<file path="config.mk">
export PLATFORM = sky130hd
export DESIGN_NAME = pipe_stage_reg
export DESIGN_NICKNAME = d
export VERILOG_FILES = /design/src/rtl/pipeline_pkg.sv /design/src/rtl/pipe_stage_reg.sv
export SDC_FILE = /design/constraint.sdc
export NUM_CORES = 1
export LEC_CHECK = 0
export CAP_MARGIN = 0
export CORE_MARGIN = 5
export CORE_UTILIZATION = 40
export DETAILED_ROUTE_END_ITERATION = 8
export GPL_ROUTABILITY_DRIVEN = 1
export PLACE_DENSITY_LB_ADDON = 0.05
export SLEW_MARGIN = 20
export SYNTH_ARGS = -nofsm -noshare
export SYNTH_HDL_FRONTEND = slang
export SYNTH_SLANG_ARGS = --single-unit
</file>
<file path="constraint.sdc">
create_clock -name clk -period 1.9 [get_ports clk]
set_clock_uncertainty 0.15 [all_clocks]
set_input_delay 0.38 -clock clk [delete_from_list [all_inputs] [get_ports clk]]
set_output_delay 0.38 -clock clk [all_outputs]
set_load 0.005 [all_outputs]
</file>
<file path="src/rtl/pipeline_pkg.sv">
// Shared pipeline definitions: stage payload widths, the NOP used as a bubble
// and the occupancy encoding of a valid/ready stage register.
package pipeline_pkg;

    // Payload widths of the four boundary registers.
    localparam int IFID_W  = 64;   // {instruction, pc_plus_4}
    localparam int IDEX_W  = 160;
    localparam int EXMEM_W = 112;
    localparam int MEMWB_W = 72;

    // addi x0, x0, 0 -- what a consumer that ignores valid sees in a bubble.
    localparam logic [31:0] NOP_INSTR = 32'h0000_0013;

    // Stage occupancy. Bit 0 = main register live, bit 1 = skid register live,
    // so the flags can be read straight out of the state.
    localparam logic [1:0] ST_EMPTY = 2'b00;
    localparam logic [1:0] ST_ONE   = 2'b01;
    localparam logic [1:0] ST_FULL  = 2'b11;

endpackage

</file>
<file path="src/rtl/pipe_stage_reg.sv">
// Parametrised valid/ready pipeline boundary register with optional 2-entry
// skid buffer, synchronous flush with bubble insertion and a saturating
// stall-cycle counter.
module pipe_stage_reg
    import pipeline_pkg::*;
#(
    parameter int                DATA_W       = 64,
    parameter int                SKID         = 1,
    parameter logic [DATA_W-1:0] BUBBLE_VALUE = '0,
    parameter int                CNT_W        = 16
) (
    input  logic              clk,
    input  logic              reset,
    input  logic              flush,
    input  logic              in_valid,
    output logic              in_ready,
    input  logic [DATA_W-1:0] in_data,
    output logic              out_valid,
    input  logic              out_ready,
    output logic [DATA_W-1:0] out_data,
    output logic [CNT_W-1:0]  stall_count
);

    logic accept;
    logic emit;
    logic alive_q;

    assign accept = in_valid & in_ready;
    assign emit   = out_valid & out_ready;

    // Out-of-reset flag: keeps in_ready low while reset is held and for the
    // first edge after release.
    always_ff @(posedge clk or negedge reset) begin
        if (!reset) alive_q <= 1'b0;
        // NOTE: non-blocking assignment so every flop samples pre-edge values.
        else        alive_q <= 1'b1;
    end

    // Saturating count of edges where the consumer stalled a live payload.
    always_ff @(posedge clk or negedge reset) begin
        if (!reset)
            stall_count <= '0;
        else if (out_valid && !out_ready && (stall_count != {CNT_W{1'b1}}))
            stall_count <= stall_count + 1'b1;
    end

    generate
        if (SKID != 0) begin : g_skid
            logic [1:0]        state_q, state_d;
            logic [DATA_W-1:0] m_q, m_d;
            logic [DATA_W-1:0] s_q, s_d;

            // in_ready comes from flops only, never from out_ready.
            assign in_ready  = alive_q & ~state_q[1];
            assign out_valid = state_q[0];
            assign out_data  = m_q;

            // Next-state for the main/skid pair; flush overrides everything.
            always_comb begin
                // NOTE: defaults first so no path leaves a variable unassigned (no latch).
                state_d = state_q;
                m_d     = m_q;
                s_d     = s_q;
                if (flush) begin
                    state_d = ST_EMPTY;
                    m_d     = BUBBLE_VALUE;
                    s_d     = BUBBLE_VALUE;
                end else begin
                    case (state_q)
                        ST_EMPTY: begin
                            if (accept) begin
                                state_d = ST_ONE;
                                m_d     = in_data;
                            end
                        end
                        ST_ONE: begin
                            if (accept && emit) begin
                                m_d = in_data;
                            end else if (emit) begin
                                state_d = ST_EMPTY;
                                m_d     = BUBBLE_VALUE;
                            end else if (accept) begin
                                state_d = ST_FULL;
                                s_d     = in_data;
                            end
                        end
                        ST_FULL: begin
                            if (emit) begin
                                state_d = ST_ONE;
                                m_d     = s_q;
                                s_d     = BUBBLE_VALUE;
                            end
                        end
                        default: begin
                            state_d = ST_EMPTY;
                            m_d     = BUBBLE_VALUE;
                            s_d     = BUBBLE_VALUE;
                        end
                    endcase
                end
            end

            // Stage state and payload registers.
            always_ff @(posedge clk or negedge reset) begin
                if (!reset) begin
                    state_q <= ST_EMPTY;
                    // NOTE: payload registers are reset too, so out_data shows the bubble during reset.
                    m_q     <= BUBBLE_VALUE;
                    s_q     <= BUBBLE_VALUE;
                end else begin
                    state_q <= state_d;
                    m_q     <= m_d;
                    s_q     <= s_d;
                end
            end
        end else begin : g_plain
            logic              valid_q;
            logic [DATA_W-1:0] m_q;

            // Without a skid slot, a full stage can only take a payload when
            // the current one leaves in the same cycle.
            assign in_ready  = alive_q & (~valid_q | out_ready);
            assign out_valid = valid_q;
            assign out_data  = m_q;

            // Single register: flush, then load, then drain to the bubble.
            always_ff @(posedge clk or negedge reset) begin
                if (!reset) begin
                    valid_q <= 1'b0;
                    m_q     <= BUBBLE_VALUE;
                end else if (flush) begin
                    valid_q <= 1'b0;
                    m_q     <= BUBBLE_VALUE;
                end else if (accept) begin
                    valid_q <= 1'b1;
                    m_q     <= in_data;
                end else if (emit) begin
                    valid_q <= 1'b0;
                    m_q     <= BUBBLE_VALUE;
                end
            end
        end
    endgenerate

endmodule

</file>
==> impl_metrics.env, run 1 <==
export IMPL_pin_count=151
export IMPL_finalHoldViolCount=0
export IMPL_end_kind="flop"
export IMPL_coreArea_um2=16500
export IMPL_finalMaxSlewViolations=0
export IMPL_antenna_found_initial=0
export IMPL_dieWidth_um=139
export IMPL_arrival_ns=2.09
export IMPL_initial_core_util=0.405
export IMPL_cp_max_fo=16
export IMPL_p_per_area_nw_per_um2=1190
export IMPL_syn_inst=599
export IMPL_grt_util_all_layers=0.191
export IMPL_critPathKind="flop to flop"
export IMPL_grt_pass1_vias=5754
export IMPL_clk_pin_slew_ns=0.06
export IMPL_ys_ff_latch=147
export IMPL_insertion_delay_ns=0.42
export IMPL_violations="setup timing"
export IMPL_vias=5484
export IMPL_clockBufferDepth=2
export IMPL_first_pass_iters=5
export IMPL_fin_crit_sh=1.01
export IMPL_final_antenna_net_count=0
export IMPL_drt_initial_drc_count=298
export IMPL_synthArstFlopShare=1.00
export IMPL_fillers=1396
export IMPL_ys_dominant_reg_cell="dfrtp_1"
export IMPL_finalSetupViolations=10
export IMPL_peakVddDrop_mv=0.780
export IMPL_cts_tree="done"
export IMPL_yosys_top_cells_area="dfrtp_1 (55%), mux2i_1 (9.8%), o2bb2ai_1 (8.4%)"
export IMPL_cts_sinks=147
export IMPL_drc=0
export IMPL_hold_path_class="input port to async pin"
export IMPL_htreeDepth=4
export IMPL_viasPerCell=5.27
export IMPL_rsz0062_at_grt="true"
export IMPL_dp_cells=986
export IMPL_synth_edf_count=0
export IMPL_status="finished, violations left"
export IMPL_rr_worst_depth=6
export IMPL_drive_gt1_frac=0.191
export IMPL_seq_area_um2=3680
export IMPL_setup_tns_ns=-0.0945
export IMPL_synthToLayoutAreaGrowth_pct=49.3
export IMPL_final_cells=1040
export IMPL_postLayoutCellArea_um2=9950
export IMPL_post_dp_hpwl_um=12200
export IMPL_placed_area_um2=8830
export IMPL_fmax_ghz=0.519
export IMPL_portBuffers=150
export IMPL_syn_num_nets=673
export IMPL_yosysUniqueCellTypes=46
export IMPL_grt_pass1_wl_um=30000
export IMPL_yosysSeqAreaShare=0.552
export IMPL_cts_made_buffers=17
export IMPL_start_kind="flop"
export IMPL_die_y_um=139
export IMPL_die_area_um2=19300
export IMPL_fin_crit_ns=1.93
export IMPL_worst_ep_required_time_ns=2.06
export IMPL_routedWlPerCell_um=18.4
export IMPL_antennaDiodeCount=0
export IMPL_multi_input_area_um2=2780
export IMPL_grt_start_max_net_pins=52
export IMPL_post_place_ws_ns=-0.279
export IMPL_cts_root_buf="clkbuf_16"
export IMPL_rows=47
export IMPL_drv_cap=0
export IMPL_wl_um=19100
export IMPL_synth_top_cell_area_share=0.552
export IMPL_gp_congestion=0.811
export IMPL_overflow=0
export IMPL_synth_area_leader_cell="dfrtp_1"
export IMPL_reg2reg_slack_ns=-0.03
export IMPL_syn_area_um2=6660
export IMPL_syn_area_per_cell_um2=11.1
export IMPL_p_leak_nw=4.64
export IMPL_yosysWarningCount=0
export IMPL_finalHoldWorstSlack_ns=0.295
export IMPL_layout_nets=881
export IMPL_setup_slack_ns=-0.0254
## sequential cells by signal, indices dropped and copies added (netlist names)
| name | flops |
|---|---|
| alive_q | 1 |
| stall_count | 16 |
| g_skid.state_q | 2 |
| out_data | 64 |
| g_skid.s_q | 64 |
## worst max-delay path, cell delays in order (launching register included)
cell	delay (ns)
dfrtp_2	0.45
buf_4	0.17
and2_1	0.16
a41o_2	0.36
clkbuf_16	0.22
a22oi_1	0.21
o2bb2ai_2	0.10
## where the power goes
part	internal, W	switching [W]
logic	0.00229	0.00197
registers	0.00384	0.000465
clock network	0.00197	0.00132
## path summary, 6_finish.rpt
path / from / end
max in group asynchronous: reset / out_data[49]
min: reset / g_skid.s_q[8]
max reg2reg: g_skid.state_q[0] / out_data[59]
min reg2reg: out_data[20] / out_data[20]
max: g_skid.state_q[0] / out_data[59]
min in group clk: out_data[20] / out_data[20]
## final cells by class
class                           count  area share
Tap cell                          220      0.0277
Clock inverter                     12      0.0131
Inverter                           66      0.0249
Clock buffer                       20      0.0449
Timing Repair Buffer              230       0.241
Sequential cell                   147       0.370
Multi-Input combinational cell    345       0.279
## repair_timing
item                       CTS  global route
pin swaps                    2             7
hold endpoints to repair    35             0
buffers inserted            16             2
cloned                       2             4
hold buffers                 1             0
gates resized for setup     31            56
setup endpoints to repair   63           130
## synth_stat cells (6+ instances only)
library cell    n
dfrtp_1       147
buf_1           6
buf_4           6
o2bb2ai_1      64
buf_2           8
inv_1          66
nand2_1        74
mux2i_1        65
clkbuf_1       21
a22oi_1        64
o21ai_0         6
a21oi_1         6
xnor2_1         8
## routing by layer
| metal | vias up | global-route usage | wire length [um] |
|---|---|---|---|
| met4 | 0 | 0.0680 | 306 |
| met3 | 22 | 0.0448 | 820 |
| met2 | 157 | 0.310 | 9460 |
| met5 | - | 0 | 0 |
| met1 | 2757 | 0.253 | 8560 |
| li1 | 2548 | - | - |
## kinds of logic after synthesis
| logic type | count (synthesis) | share of synthesized area |
|---|---|---|
| compound gates | 155 | 0.185 |
| flops | 147 | 0.552 |
| buf+inv | 107 | 0.0652 |
| simple gates | 106 | 0.0727 |
| mux | 67 | 0.101 |
| xor+xnor | 11 | 0.0145 |
| fa+ha+maj | 5 | 0.00939 |
| other cells | 1 | 0.000563 |
## cell usage in the layout, fill, tap and decap left out, types with 3 or more instances in the layout
cell,netlist,layout
a21oi_1,6,3
a21oi_2,0,3
a22oi_1,64,60
a22oi_2,0,4
buf_12,0,8
buf_16,0,3
buf_4,6,51
buf_6,0,12
clkbuf_16,0,21
clkdlybuf4s50_1,0,126
clkinv_2,0,4
dfrtp_1,147,146
dlygate4sd2_1,0,14
dlymetal6s2s_1,0,8
inv_1,66,65
mux2i_1,65,65
nand2_1,74,71
nand3_1,4,4
nor2_1,5,3
nor3_1,4,4
o21ai_0,6,5
o2bb2ai_1,64,49
o2bb2ai_2,0,14
xnor2_1,8,8
xor2_1,3,3
## per-stage QoR
step	util	total power, W
after floorplan	-	0.00597
after global placement	0.536	0.00805
after detailed placement	0.536	0.00812
after CTS	0.586	0.0117
after global routing	0.604	0.0125
final	0.604	0.0119
(Power assumes the default switching activity.)
==> inputs of run 2 (changes only) <==
- CORE_UTILIZATION: 40 -> 46
==> impl_metrics.env, run 2 (same netlist as run 1, synthesis figures left out) <==
export IMPL_routedWlPerCell_um=20.9
export IMPL_setup_slack_ns=-0.0497
export IMPL_grt_pass1_wl_um=28600
export IMPL_fillers=961
export IMPL_vias=5734
export IMPL_die_y_um=130
export IMPL_rsz0062_at_grt="true"
export IMPL_layout_nets=902
export IMPL_drive_gt1_frac=0.301
export IMPL_violations="setup timing"
export IMPL_placed_area_um2=8770
export IMPL_grt_pass1_vias=5554
export IMPL_worst_ep_required_time_ns=2.09
export IMPL_drt_initial_drc_count=369
export IMPL_dieWidth_um=130
export IMPL_end_kind="flop"
export IMPL_seq_area_um2=3680
export IMPL_portBuffers=150
export IMPL_r2r_end="g_skid.s_q[37]"
export IMPL_p_leak_nw=4.94
export IMPL_rr_worst_depth=7
export IMPL_final_antenna_net_count=0
export IMPL_drv_cap=0
export IMPL_final_common_cell="dfrtp_1"
export IMPL_viasPerCell=5.59
export IMPL_drc=0
export IMPL_hold_path_class="input port to async pin"
export IMPL_pin_count=151
export IMPL_path_buf_inv=3
export IMPL_antenna_found_initial=1
export IMPL_cp_depth=7
export IMPL_wl_um=21400
export IMPL_status="finished, violations left"
export IMPL_critPathKind="flop to flop"
export IMPL_final_cell_mix="dfrtp_1 (146), clkdlybuf4s50_1 (129), inv_1 (65)"
export IMPL_start_kind="flop"
export IMPL_finalSetupViolations=28
export IMPL_postLayoutCellArea_um2=10900
export IMPL_finalHoldViolCount=0
export IMPL_cpLargestDelayFamily="buffers and inverters"
export IMPL_coreArea_um2=14400
export IMPL_fin_crit_ns=1.95
export IMPL_slowest_stage="dfrtp_1"
export IMPL_fin_util=0.755
export IMPL_first_pass_iters=7
export IMPL_cts_root_buf="clkbuf_16"
export IMPL_htreeDepth=4
export IMPL_slowest_delay_ns=0.39
export IMPL_die_area_um2=17000
export IMPL_insertion_delay_ns=0.43
export IMPL_initial_core_util=0.464
export IMPL_cts_made_buffers=17
export IMPL_fmax_ghz=0.513
export IMPL_crit_path_frequent_cell="buf_4"
export IMPL_reg2reg_slack_ns=-0.05
export IMPL_path_cells="buf_4 -> nand3b_1 -> o21ai_2 -> buf_4 -> a21o_4 -> buf_12 -> mux2i_1"
export IMPL_p_per_area_nw_per_um2=1230
export IMPL_finalMaxSlewViolations=0
export IMPL_clk_pin_slew_ns=0.06
export IMPL_peakVddDrop_mv=0.885
export IMPL_gp_congestion=0.821
export IMPL_fin_crit_sh=1.03
export IMPL_cts_tree="done"
export IMPL_post_dp_hpwl_um=11300
export IMPL_reg2reg_from="g_skid.state_q[1]"
export IMPL_overflow=0
export IMPL_synthToLayoutAreaGrowth_pct=62.8
export IMPL_grt_start_max_net_pins=50
export IMPL_arrival_ns=2.14
export IMPL_grt_util_all_layers=0.216
export IMPL_multi_input_area_um2=3130
export IMPL_cts_sinks=147
export IMPL_clockBufferDepth=2
export IMPL_rows=44
export IMPL_cp_max_fo=6
==> run 2: cell types whose count changed in the layout (fill, tap and decap cells not counted), sizes merged <==
cell | previous run | this run
clkinv | 6 | 3
clkdlybuf4s15 | 1 | 2
inv | 68 | 66
clkdlybuf4s50 | 126 | 129
bufinv | 2 | 3
a21o | 1 | 2
dlygate4sd2 | 14 | 12
diode | 0 | 1
buf | 76 | 84
clkbuf | 24 | 40
dlymetal6s2s | 8 | 6
==> run 2: power breakdown <==
| part | switching [W] | total [W] | leakage (nW) | internal [W] |
|---|---|---|---|---|
| sequential | 0.000493 | 0.00433 | 2.00 | 0.00384 |
| clock | 0.00131 | 0.00361 | 0.314 | 0.00231 |
| combinational | 0.00243 | 0.00541 | 2.62 | 0.00298 |
| total | 0.00423 | 0.0134 | 4.94 | 0.00913 |
==> run 2: per-layer routing <==
layer	routed length, um	global-route usage	up-vias
met3	1440	0.0540	42
met2	10700	0.350	220
li1	-	-	2602
met5	0	0	-
met4	539	0.0659	0
met1	8710	0.289	2870
==> run 2: worst max-delay path by stage <==
stage                            from              to
floorplan              stall_count[8]  stall_count[1]
finish              g_skid.state_q[1]  g_skid.s_q[37]
CTS                 g_skid.state_q[1]    out_data[30]
global placement            out_ready    out_data[52]
global route        g_skid.state_q[1]  g_skid.s_q[37]
detailed placement           in_valid  g_skid.s_q[39]
==> run 2: area by class of cell <==
class / count / share of cell area
clock inverter: 8 / 0.0111
multi-input combinational: 346 / 0.289
inverter: 66 / 0.0231
sequential: 147 / 0.339
timing repair buffer: 250 / 0.268
tap: 184 / 0.0212
antenna: 1 / 0.000231
clock buffer: 24 / 0.0481
==> run 2: what timing repair did <==
item,CTS,global route
endpoints found under the hold margin,27,0
hold buffers,1,0
buffers inserted,18,6
resized for setup,54,120
pin swaps,6,53
cloned,4,24
setup endpoints to repair,65,136
==> run 2: per-stage QoR <==
step / total power, W / worst slack [ns] / std cells / setup TNS (ns) / hold slack (ns)
2_1_floorplan: 0.00597 / 0.00448 / 599 / 0 / -0.0656
3_3_place_gp: 0.00803 / -0.186 / 943 / -20.91 / 0.137
3_5_place_dp: 0.00809 / -0.225 / 943 / -22.81 / 0.143
4_1_cts: 0.0122 / -0.0270 / 997 / -0.173 / 0.265
5_1_grt: 0.0140 / -0.151 / 1026 / -6.81 / 0.281
6_report: 0.0134 / -0.0497 / 1026 / -0.488 / 0.260
